## config.mk

```make
export PLATFORM = sky130hd
export DESIGN_NAME = sext_rr_arbiter_flat
export DESIGN_NICKNAME = d
export VERILOG_FILES = /design/src/rtl/sext_rr_arbiter_if.sv /design/src/rtl/sext_rr_arbiter.sv /design/src/flat_wrapper.sv
export SDC_FILE = /design/constraint.sdc
export NUM_CORES = 1
export LEC_CHECK = 0
export ABC_AREA = 0
export CORE_UTILIZATION = 35
export DETAILED_ROUTE_END_ITERATION = 10
export PLACE_DENSITY = 0.76
export SKIP_LAST_GASP = 1
export SLEW_MARGIN = 20
export SYNTH_ARGS = -nofsm -noshare
export SYNTH_HDL_FRONTEND = slang
export SYNTH_SLANG_ARGS = --single-unit
export TNS_END_PERCENT = 100
```

## constraint.sdc

```tcl
create_clock -name clk -period 1.95 [get_ports clk]
set_clock_uncertainty 0.05 [all_clocks]
set_input_delay 0.39 -clock clk [delete_from_list [all_inputs] [get_ports clk]]
set_output_delay 0.39 -clock clk [all_outputs]
set_load 0.01 [all_outputs]
```

## src/rtl/sext_rr_arbiter_if.sv

```systemverilog
// Bundle of requester-side and consumer-side signals for the shared sign/zero-extension arbiter.
// The slave modport is the arbiter's view and the master modport is the producer/consumer view.
interface sext_rr_arbiter_if #(
    parameter int NREQ  = 4,
    parameter int IN_W  = 8,
    parameter int OUT_W = 32,
    parameter int CNT_W = 16
) ();
    localparam int ID_W = (NREQ > 1) ? $clog2(NREQ) : 1;

    logic [NREQ-1:0]      req_valid;
    logic [NREQ-1:0]      req_zext;
    logic [NREQ*IN_W-1:0] req_data;
    logic [NREQ-1:0]      req_ready;
    logic                 out_valid;
    logic                 out_ready;
    logic [OUT_W-1:0]     out_data;
    logic [ID_W-1:0]      out_id;
    logic [CNT_W-1:0]     xfer_cnt;

    modport slave (
        input  req_valid,
        input  req_zext,
        input  req_data,
        input  out_ready,
        output req_ready,
        output out_valid,
        output out_data,
        output out_id,
        output xfer_cnt
    );

    modport master (
        output req_valid,
        output req_zext,
        output req_data,
        output out_ready,
        input  req_ready,
        input  out_valid,
        input  out_data,
        input  out_id,
        input  xfer_cnt
    );
endinterface

```

## src/rtl/sext_rr_arbiter.sv

```systemverilog
// Round-robin arbiter that shares a single IN_W->OUT_W sign/zero-extension datapath among NREQ
// requesters, feeding a single registered output slot with valid/ready backpressure.
module sext_rr_arbiter #(
    parameter int NREQ  = 4,
    parameter int IN_W  = 8,
    parameter int OUT_W = 32,
    parameter int CNT_W = 16
) (
    input  logic             clk,
    input  logic             areset_n,
    sext_rr_arbiter_if.slave bus
);
    localparam int ID_W  = (NREQ > 1) ? $clog2(NREQ) : 1;
    localparam int CW    = ID_W + 1;
    localparam int PAD_W = OUT_W - IN_W;

    localparam logic [0:0] ST_EMPTY = 1'b0;
    localparam logic [0:0] ST_FULL  = 1'b1;

    logic [0:0]       state_q,    state_d;
    logic [OUT_W-1:0] out_data_q, out_data_d;
    logic [ID_W-1:0]  out_id_q,   out_id_d;
    logic [ID_W-1:0]  rr_ptr_q,   rr_ptr_d;
    logic [CNT_W-1:0] cnt_q,      cnt_d;

    logic [OUT_W-1:0] ext_data [NREQ];
    logic [ID_W-1:0]  grant_idx;
    logic             grant_found;
    logic             can_load;
    logic             accept;
    logic [NREQ-1:0]  req_ready_w;

    // Every requester's operand is extended in parallel; the grant only selects one result.
    generate
        for (genvar gi = 0; gi < NREQ; gi++) begin : g_ext
            logic [IN_W-1:0] d;
            assign d = bus.req_data[gi*IN_W +: IN_W];
            assign ext_data[gi] = bus.req_zext[gi] ? {{PAD_W{1'b0}}, d}
                                                   : {{PAD_W{d[IN_W-1]}}, d};
        end
    endgenerate

    // Scan starts one past the last winner, so the last winner has lowest priority.
    always_comb begin
        logic [CW-1:0] cand;
        grant_found = 1'b0;
        grant_idx   = '0;
        cand        = '0;
        for (int k = 1; k <= NREQ; k++) begin
            cand = {1'b0, rr_ptr_q} + CW'(k);
            if (cand >= CW'(NREQ)) begin
                cand = cand - CW'(NREQ);
            end
            if (!grant_found && bus.req_valid[cand[ID_W-1:0]]) begin
                grant_found = 1'b1;
                grant_idx   = cand[ID_W-1:0];
            end
        end
    end

    assign can_load = (state_q == ST_EMPTY) || bus.out_ready;
    // Gated by areset_n so no requester sees an accept while reset is held.
    assign accept   = grant_found && can_load && areset_n;

    always_comb begin
        req_ready_w = '0;
        for (int i = 0; i < NREQ; i++) begin
            req_ready_w[i] = accept && (grant_idx == ID_W'(i));
        end
    end

    always_comb begin
        state_d    = state_q;
        out_data_d = out_data_q;
        out_id_d   = out_id_q;
        rr_ptr_d   = rr_ptr_q;
        cnt_d      = cnt_q;

        case (state_q)
            ST_EMPTY: begin
                if (accept) begin
                    state_d = ST_FULL;
                end
            end
            ST_FULL: begin
                if (!accept && bus.out_ready) begin
                    state_d = ST_EMPTY;
                end
            end
            default: state_d = ST_EMPTY;
        endcase

        if (accept) begin
            out_data_d = ext_data[grant_idx];
            out_id_d   = grant_idx;
            rr_ptr_d   = grant_idx;
            cnt_d      = cnt_q + CNT_W'(1);
        end
    end

    always_ff @(posedge clk or negedge areset_n) begin
        if (!areset_n) begin
            state_q    <= ST_EMPTY;
            out_data_q <= '0;
            out_id_q   <= '0;
            rr_ptr_q   <= ID_W'(NREQ - 1);
            cnt_q      <= '0;
        end else begin
            state_q    <= state_d;
            out_data_q <= out_data_d;
            out_id_q   <= out_id_d;
            rr_ptr_q   <= rr_ptr_d;
            cnt_q      <= cnt_d;
        end
    end

    assign bus.req_ready = req_ready_w;
    assign bus.out_valid = (state_q == ST_FULL);
    assign bus.out_data  = out_data_q;
    assign bus.out_id    = out_id_q;
    assign bus.xfer_cnt  = cnt_q;

endmodule
```

## src/flat_wrapper.sv

```systemverilog
// flat-port wrapper written by rule: the top's interface ports become plain ports
module sext_rr_arbiter_flat 
#(
    parameter int NREQ  = 4,
    parameter int IN_W  = 8,
    parameter int OUT_W = 32,
    parameter int CNT_W = 16
)
  (clk, areset_n, bus_req_valid, bus_req_zext, bus_req_data, bus_out_ready, bus_req_ready, bus_out_valid, bus_out_data, bus_out_id, bus_xfer_cnt);
  sext_rr_arbiter_if #(.NREQ(NREQ), .IN_W(IN_W), .OUT_W(OUT_W), .CNT_W(CNT_W)) bus_i ();
  input  logic clk;
  input  logic areset_n;
  input wire logic [$bits(bus_i.req_valid)-1:0] bus_req_valid;
  input wire logic [$bits(bus_i.req_zext)-1:0] bus_req_zext;
  input wire logic [$bits(bus_i.req_data)-1:0] bus_req_data;
  input wire logic [$bits(bus_i.out_ready)-1:0] bus_out_ready;
  output wire logic [$bits(bus_i.req_ready)-1:0] bus_req_ready;
  output wire logic [$bits(bus_i.out_valid)-1:0] bus_out_valid;
  output wire logic [$bits(bus_i.out_data)-1:0] bus_out_data;
  output wire logic [$bits(bus_i.out_id)-1:0] bus_out_id;
  output wire logic [$bits(bus_i.xfer_cnt)-1:0] bus_xfer_cnt;
  assign bus_i.req_valid = bus_req_valid;
  assign bus_i.req_zext = bus_req_zext;
  assign bus_i.req_data = bus_req_data;
  assign bus_i.out_ready = bus_out_ready;
  assign bus_req_ready = bus_i.req_ready;
  assign bus_out_valid = bus_i.out_valid;
  assign bus_out_data = bus_i.out_data;
  assign bus_out_id = bus_i.out_id;
  assign bus_xfer_cnt = bus_i.xfer_cnt;
  sext_rr_arbiter #(.NREQ(NREQ), .IN_W(IN_W), .OUT_W(OUT_W), .CNT_W(CNT_W)) u_core (.clk(clk), .areset_n(areset_n), .bus(bus_i));
endmodule
```

* Yosys cells after proc, flatten, opt, wreduce, memory -nomap -nowiden *
Index checks and enable logic that the tools add are counted.

word-level totals
  logic and storage cells = 74
  flip-flop bits (word level) = 53

cells by class
  mux-type cells = 30
  $add $sub $neg = 9
  bitwise gates (word level) = 2
  reduce and logical (&&, ||, !) cells = 16
  equal/unequal tests = 3
  $lt $le $gt $ge = 9

operators by type and width
  operator                                            count
  two-way mux 32 bit                                  6
  binary-select mux 32 bit (select 2 bit)             1
  adder 16 x 1 -> 16 bit, second input constant       1
  two-way mux 2 bit                                   8
  >= comparator 3 bit, second input constant          5
  < comparator 2 x 3 -> 1 bit, second input constant  4
  logical AND 1 bit                                   10
  two-way mux 1 bit                                   10
  binary-select mux 1 bit (select 2 bit)              4
  subtractor 2 x 1 -> 2 bit, second input constant    4
  adder 2 x 2 -> 3 bit, second input constant         2
  == test 2 bit, second input constant                2
  zero test 1 bit                                     4
  adder 2 x 1 -> 3 bit, second input constant         1
  adder 2 x 3 -> 3 bit, second input constant         1
  NOT 2 -> 3 bit                                      1
  == test 2 x 1 -> 1 bit, second input constant       1
  zero test 2 bit                                     1
  one-hot mux 1 bit (2 select lines)                  1
  logical OR 1 bit                                    1
  NOT 1 bit                                           1

* Depth between registers and ports, before layout *
  depth after elaboration = 21
  depth in mapped cells = 7
  mapped depth without buffers = 5

* Worst setup path before layout *
Ideal clock, no wire load.

  kind = register -> output
  from = register u_core.rr_ptr_q[1]
  to = output port bus_req_ready[0]
  buffers on the path = 1
  data required time = 1510 ps
  stages on the path, launching flop included = 6
  slack = -154 ps
  arrival = 1664 ps
  cells stage by stage = dfstp_2 -> mux2i_1 -> o22ai_4 -> or2_4 -> buf_6 -> nor3_1

on the way
  longest elaborated chain between the ends = 18
  elaborated cells on any way between the ends = 42
  those cells by class = add/sub: 8; order compare: 4; mux: 20; reduce/logical: 10

ends and longest elaborated chain
  item                                                                     RTL line                                      text
  start: declaration                                                       sext_rr_arbiter.sv:23                         logic [ID_W-1:0] rr_ptr_q, rr_ptr_d;
  start signal: assignment                                                 sext_rr_arbiter.sv:106                        rr_ptr_q <= ID_W'(NREQ - 1);
  start signal: assignment                                                 sext_rr_arbiter.sv:112                        rr_ptr_q <= rr_ptr_d;
  adder 2 x 1 -> 3 bit                                                     sext_rr_arbiter.sv:50                         cand = {1'b0, rr_ptr_q} + CW'(k);
  >= comparator 3 bit / subtractor 2 x 1 -> 2 bit (equally long branches)  sext_rr_arbiter.sv:51, sext_rr_arbiter.sv:52
  two-way mux 2 bit                                                        sext_rr_arbiter.sv:51                         if (cand >= CW'(NREQ)) begin
  binary-select mux 1 bit (select 2 bit)                                   sext_rr_arbiter.sv:54                         if (!grant_found && bus.req_valid[cand[ID_W-1:0]]) begin
  two-way mux 1 bit (implied by the code)                                  sext_rr_arbiter.sv:54
  two-way mux 1 bit                                                        sext_rr_arbiter.sv:54
  zero test 1 bit                                                          sext_rr_arbiter.sv:54
  logical AND 1 bit                                                        sext_rr_arbiter.sv:54
  two-way mux 1 bit                                                        sext_rr_arbiter.sv:54
  zero test 1 bit                                                          sext_rr_arbiter.sv:54
  logical AND 1 bit                                                        sext_rr_arbiter.sv:54
  two-way mux 1 bit                                                        sext_rr_arbiter.sv:54
  zero test 1 bit                                                          sext_rr_arbiter.sv:54
  logical AND 1 bit                                                        sext_rr_arbiter.sv:54
  two-way mux 1 bit                                                        sext_rr_arbiter.sv:54
  logical AND 1 bit (2 in series)                                          sext_rr_arbiter.sv:63                         assign accept = grant_found && can_load && areset_n;
  logical AND 1 bit (*)                                                    sext_rr_arbiter.sv:68                         req_ready_w[i] = accept && (grant_idx == ID_W'(i));
  end: declaration                                                         flat_wrapper.sv:17                            output wire logic [$bits(bus_i.req_ready)-1:0] bus_req_ready;

Mark *: on every way between the ends. The rest lies on a longest branch, timed or not. The select of a mux whose other input is x is not followed.

* Final worst setup path *
Ends and elaborated chain as after synthesis.

==> impl_metrics.py <==
metrics = {
    "clock_tree": {
        "cts_tree": "done",
        "clk_path_buf_depth": 2,
        "cts-root-buf": "clkbuf_8",
        "clk_latency_ns": 0.28,
        "clkTransAtPathRegs_ns": 0.07,
        "h-tree-depth": 2,
        "cts_inserted_buffers": 5,
        "cts_sinks": 30,
    },
    "pwr": {
        "peakVddDrop_uv": 439,
        "total_power_uw": 3010,
        "power_leakage_uw": 0.00127,
        "power.density_mw_per_mm2": 986,
    },
    "sta": {
        "drv_slew": 0,
        "period_share_pct": 110,
        "setup_ws_ns": -0.204,
        "tns_ns": -0.732,
        "max_slew_margin_pct": 64.7,
        "tightest_slew_ns": 0.527,
        "setup_viol": 5,
        "max_freq_ghz": 0.464,
        "hold_violations": 0,
        "rsz0062_at_grt": "true",
        "min_period_ns": 2.15,
    },
    "drt": {
        "wirelength_um": 4720,
        "drt_iter0_drc": 37,
        "via_count": 1659,
        "drc": 0,
        "vias_per_cell": 4.77,
        "ant_nets": 0,
        "firstDrtPassIters": 4,
        "wire_per_inst_um": 13.6,
    },
    "synthesis": {
        "yosys.area_share.simple_pct": 18.8,
        "synthXorXnorAreaFrac_pct": 7.20,
        "syn_nets": 226,
        "synth_area_leader_cell": "dfrtp_1",
        "ys_warn_count": 0,
        "synth_area_per_cell_sq_um": 10.0,
        "synth_top_family_by_area": "simple AND/OR/NAND/NOR gates",
        "yosysUniqueCellTypes": 38,
        "synth-compound-area-share_pct": 14.2,
        "synth.area.top_cells": "dfrtp_1, buf_4, xnor2_1",
        "postSynthCellCount": 182,
        "seq_area_frac_synth_pct": 41.3,
        "yosysTopAreaCellShare_pct": 38.4,
        "synth-seq-cells": 30,
        "yosys.area_share.adder_pct": 0.686,
        "netlist_area_sq_mm": 0.00182,
        "synth_mux_area_share_pct": 5.56,
    },
    "placed_design": {
        "post-place-cells": 337,
        "io_buffers": 97,
        "pre_cts_slack_ns": -0.753,
        "hpwl_um": 3520,
        "gp_congestion": 0.791,
        "dpl_cell_area_sq_mm": 0.00283,
    },
    "critical_path": {
        "worst-path-buf-inv": 1,
        "crit_fanout": 3,
        "cp.required_ns": 1.51,
        "slowest_delay_ns": 0.56,
        "critical_path_class": "reg2out",
        "critPathCaptureType": "output pin",
        "crit_family": "flip-flops",
        "crit-reg2reg-capture": "u_core.bus.out_data[7]",
        "reg2reg_depth": 6,
        "critPathCapture": "bus_req_ready[0]",
        "startpoint": "u_core.rr_ptr_q[1]",
        "cp.arrival_ns": 1.71,
        "crit_cells": 5,
        "reg2reg_from": "u_core.rr_ptr_q[1]",
        "slowest_stage": "dfstp_2",
        "crit_path_start_kind": "flop",
        "path_cells": "mux2i_2 > o22ai_4 > or2_4 > nor3_4 > buf_2",
        "ff2ff_setup_slack_ns": -0.04,
    },
    "global_routing": {
        "gr-usage-met1_pct": 24.0,
        "grt_pass1_wl_um": 7270,
        "grt_max_degree": 31,
        "use_met2_pct": 28.2,
        "grt.overflow.total": 0,
        "busiest_layer": "met2",
        "grt_pass1_vias": 1475,
        "grt_usage_pct": 17.9,
        "grt_antenna_before_repair": 0,
        "met3_usage_pct": 5.01,
    },
    "outcome": {
        "status": "finished with violations",
        "violations": "setup timing",
    },
    "layout": {
        "diodes": 0,
        "area_delta_synth_final_pct": 67.6,
        "drive_gt1_share_pct": 23.5,
        "fin_area_sq_mm": 0.00306,
        "final_cells": 348,
        "final_nets": 324,
    },
    "floorplanning": {
        "rows": 25,
        "die_h_um": 74.2,
        "die_w_um": 74.2,
        "initial_core_util_pct": 37.4,
        "core_area_sq_mm": 0.00488,
        "io_pins": 98,
        "dieArea_sq_mm": 0.00550,
    },
    "flow_run": {
        "max_cap_viol_count": 0,
    },
    "hold_path": {
        "hp-class": "in2async",
    },
}
[how the worst min path moves through the flow]
stage / slack (ns) / cells past startpoint / endpoint
2_1_floorplan: 0.04 / 0 / u_core.bus.out_data[0]
3_3_place_gp: 0.41 / 1 / u_core.bus.xfer_cnt[15]
3_5_place_dp: 0.42 / 1 / u_core.bus.xfer_cnt[15]
4_1_cts: 0.43 / 1 / u_core.bus.xfer_cnt[15]
5_1_grt: 0.21 / 2 / u_core.bus.xfer_cnt[5]
6_report: 0.19 / 2 / u_core.bus.xfer_cnt[3]
[worst reg2reg max path: stages (launching register included)]
cell and delay [ns]:
dfstp_2 0.56, mux2i_2 0.25, o22ai_4 0.10, nor2_2 0.18
buf_4 0.19, mux2_1 0.32, o221a_2 0.22
[final cells by class]
class,instances,area (sq um)
Fill cell,429,1820
Timing Repair Buffer,120,1130
Multi-Input combinational cell,120,972
Sequential cell,30,753
Clock buffer,8,110
Tap cell,67,83.8
Inverter,3,11.3
[flip-flops by register name, indices dropped and copies added, names as in the netlist]
register / flops
u_core.rr_ptr_q: 2
u_core.bus.out_id: 2
u_core.bus.out_data: 9
u_core.bus.out_valid: 1
u_core.bus.xfer_cnt: 16
[kinds of logic after synthesis]
| logic type | after synthesis |
|---|---|
| simple gates | 64 |
| buf+inv | 32 |
| compound gates | 30 |
| flops | 30 |
| xor+xnor | 15 |
| mux | 10 |
| fa+ha+maj | 1 |
[per-stage QoR]
stage	hold WS, ns	util, %
floorplan	0.0444	-
finish	0.186	62.7
CTS	0.433	61.1
global placement	0.412	58.0
detailed placement	0.420	58.0
global route	0.214	62.7
[synthesized netlist by cell type, drive strengths merged]
library cell   n
dfstp          2
or2            1
dfrtp         28
mux2           1
inv            3
nor2b          5
nor3           4
a21o           1
buf           28
o22ai          1
o221a          1
a21oi          1
xnor2         13
a21bo          1
a2111oi        1
a311oi         2
o2111ai        1
clkbuf         1
ha             1
o41ai          1
a211oi        14
mux2i          9
nor3b          8
nand2         14
nand3          7
nand2b         4
nand4          3
nor2          14
o21ai          3
o21a           3
xor2           2
and3           4
[timing repair]
item                       CTS  global route
hold buffers                 0             0
buffers inserted             3             0
setup endpoints to repair   22            25
pin swaps                    2             2
resized for setup           31            17
[layout by cell type, fill, tap and decap left out, types with 3 or more instances in the layout]
cell type	Yosys	final
mux2i_1	9	8
nand2_1	14	14
nand3_1	7	7
dlygate4sd2_1	0	3
and3_1	4	3
buf_2	2	3
a211oi_1	14	7
nor2_1	13	12
clkbuf_8	0	8
dfrtp_1	28	28
buf_4	25	22
nor2b_1	5	3
inv_1	3	3
o21a_1	3	3
xnor2_1	13	13
a211oi_2	0	7
clkdlybuf4s50_1	0	88
nor3b_1	8	7
[power by group]
part / switching (uW) / internal, uW / total (uW)
logic: 637 / 876 / 1510
clock network: 225 / 356 / 581
registers: 139 / 781 / 920
[metal layers]
| metal | up-vias | wire (um) |
|---|---|---|
| met1 | 786 | 2060 |
| met5 | - | 0 |
| li1 | 812 | - |
| met2 | 55 | 2320 |
| met4 | 0 | 59 |
| met3 | 6 | 273 |
Note: power is estimated with default switching activity, not from simulation.
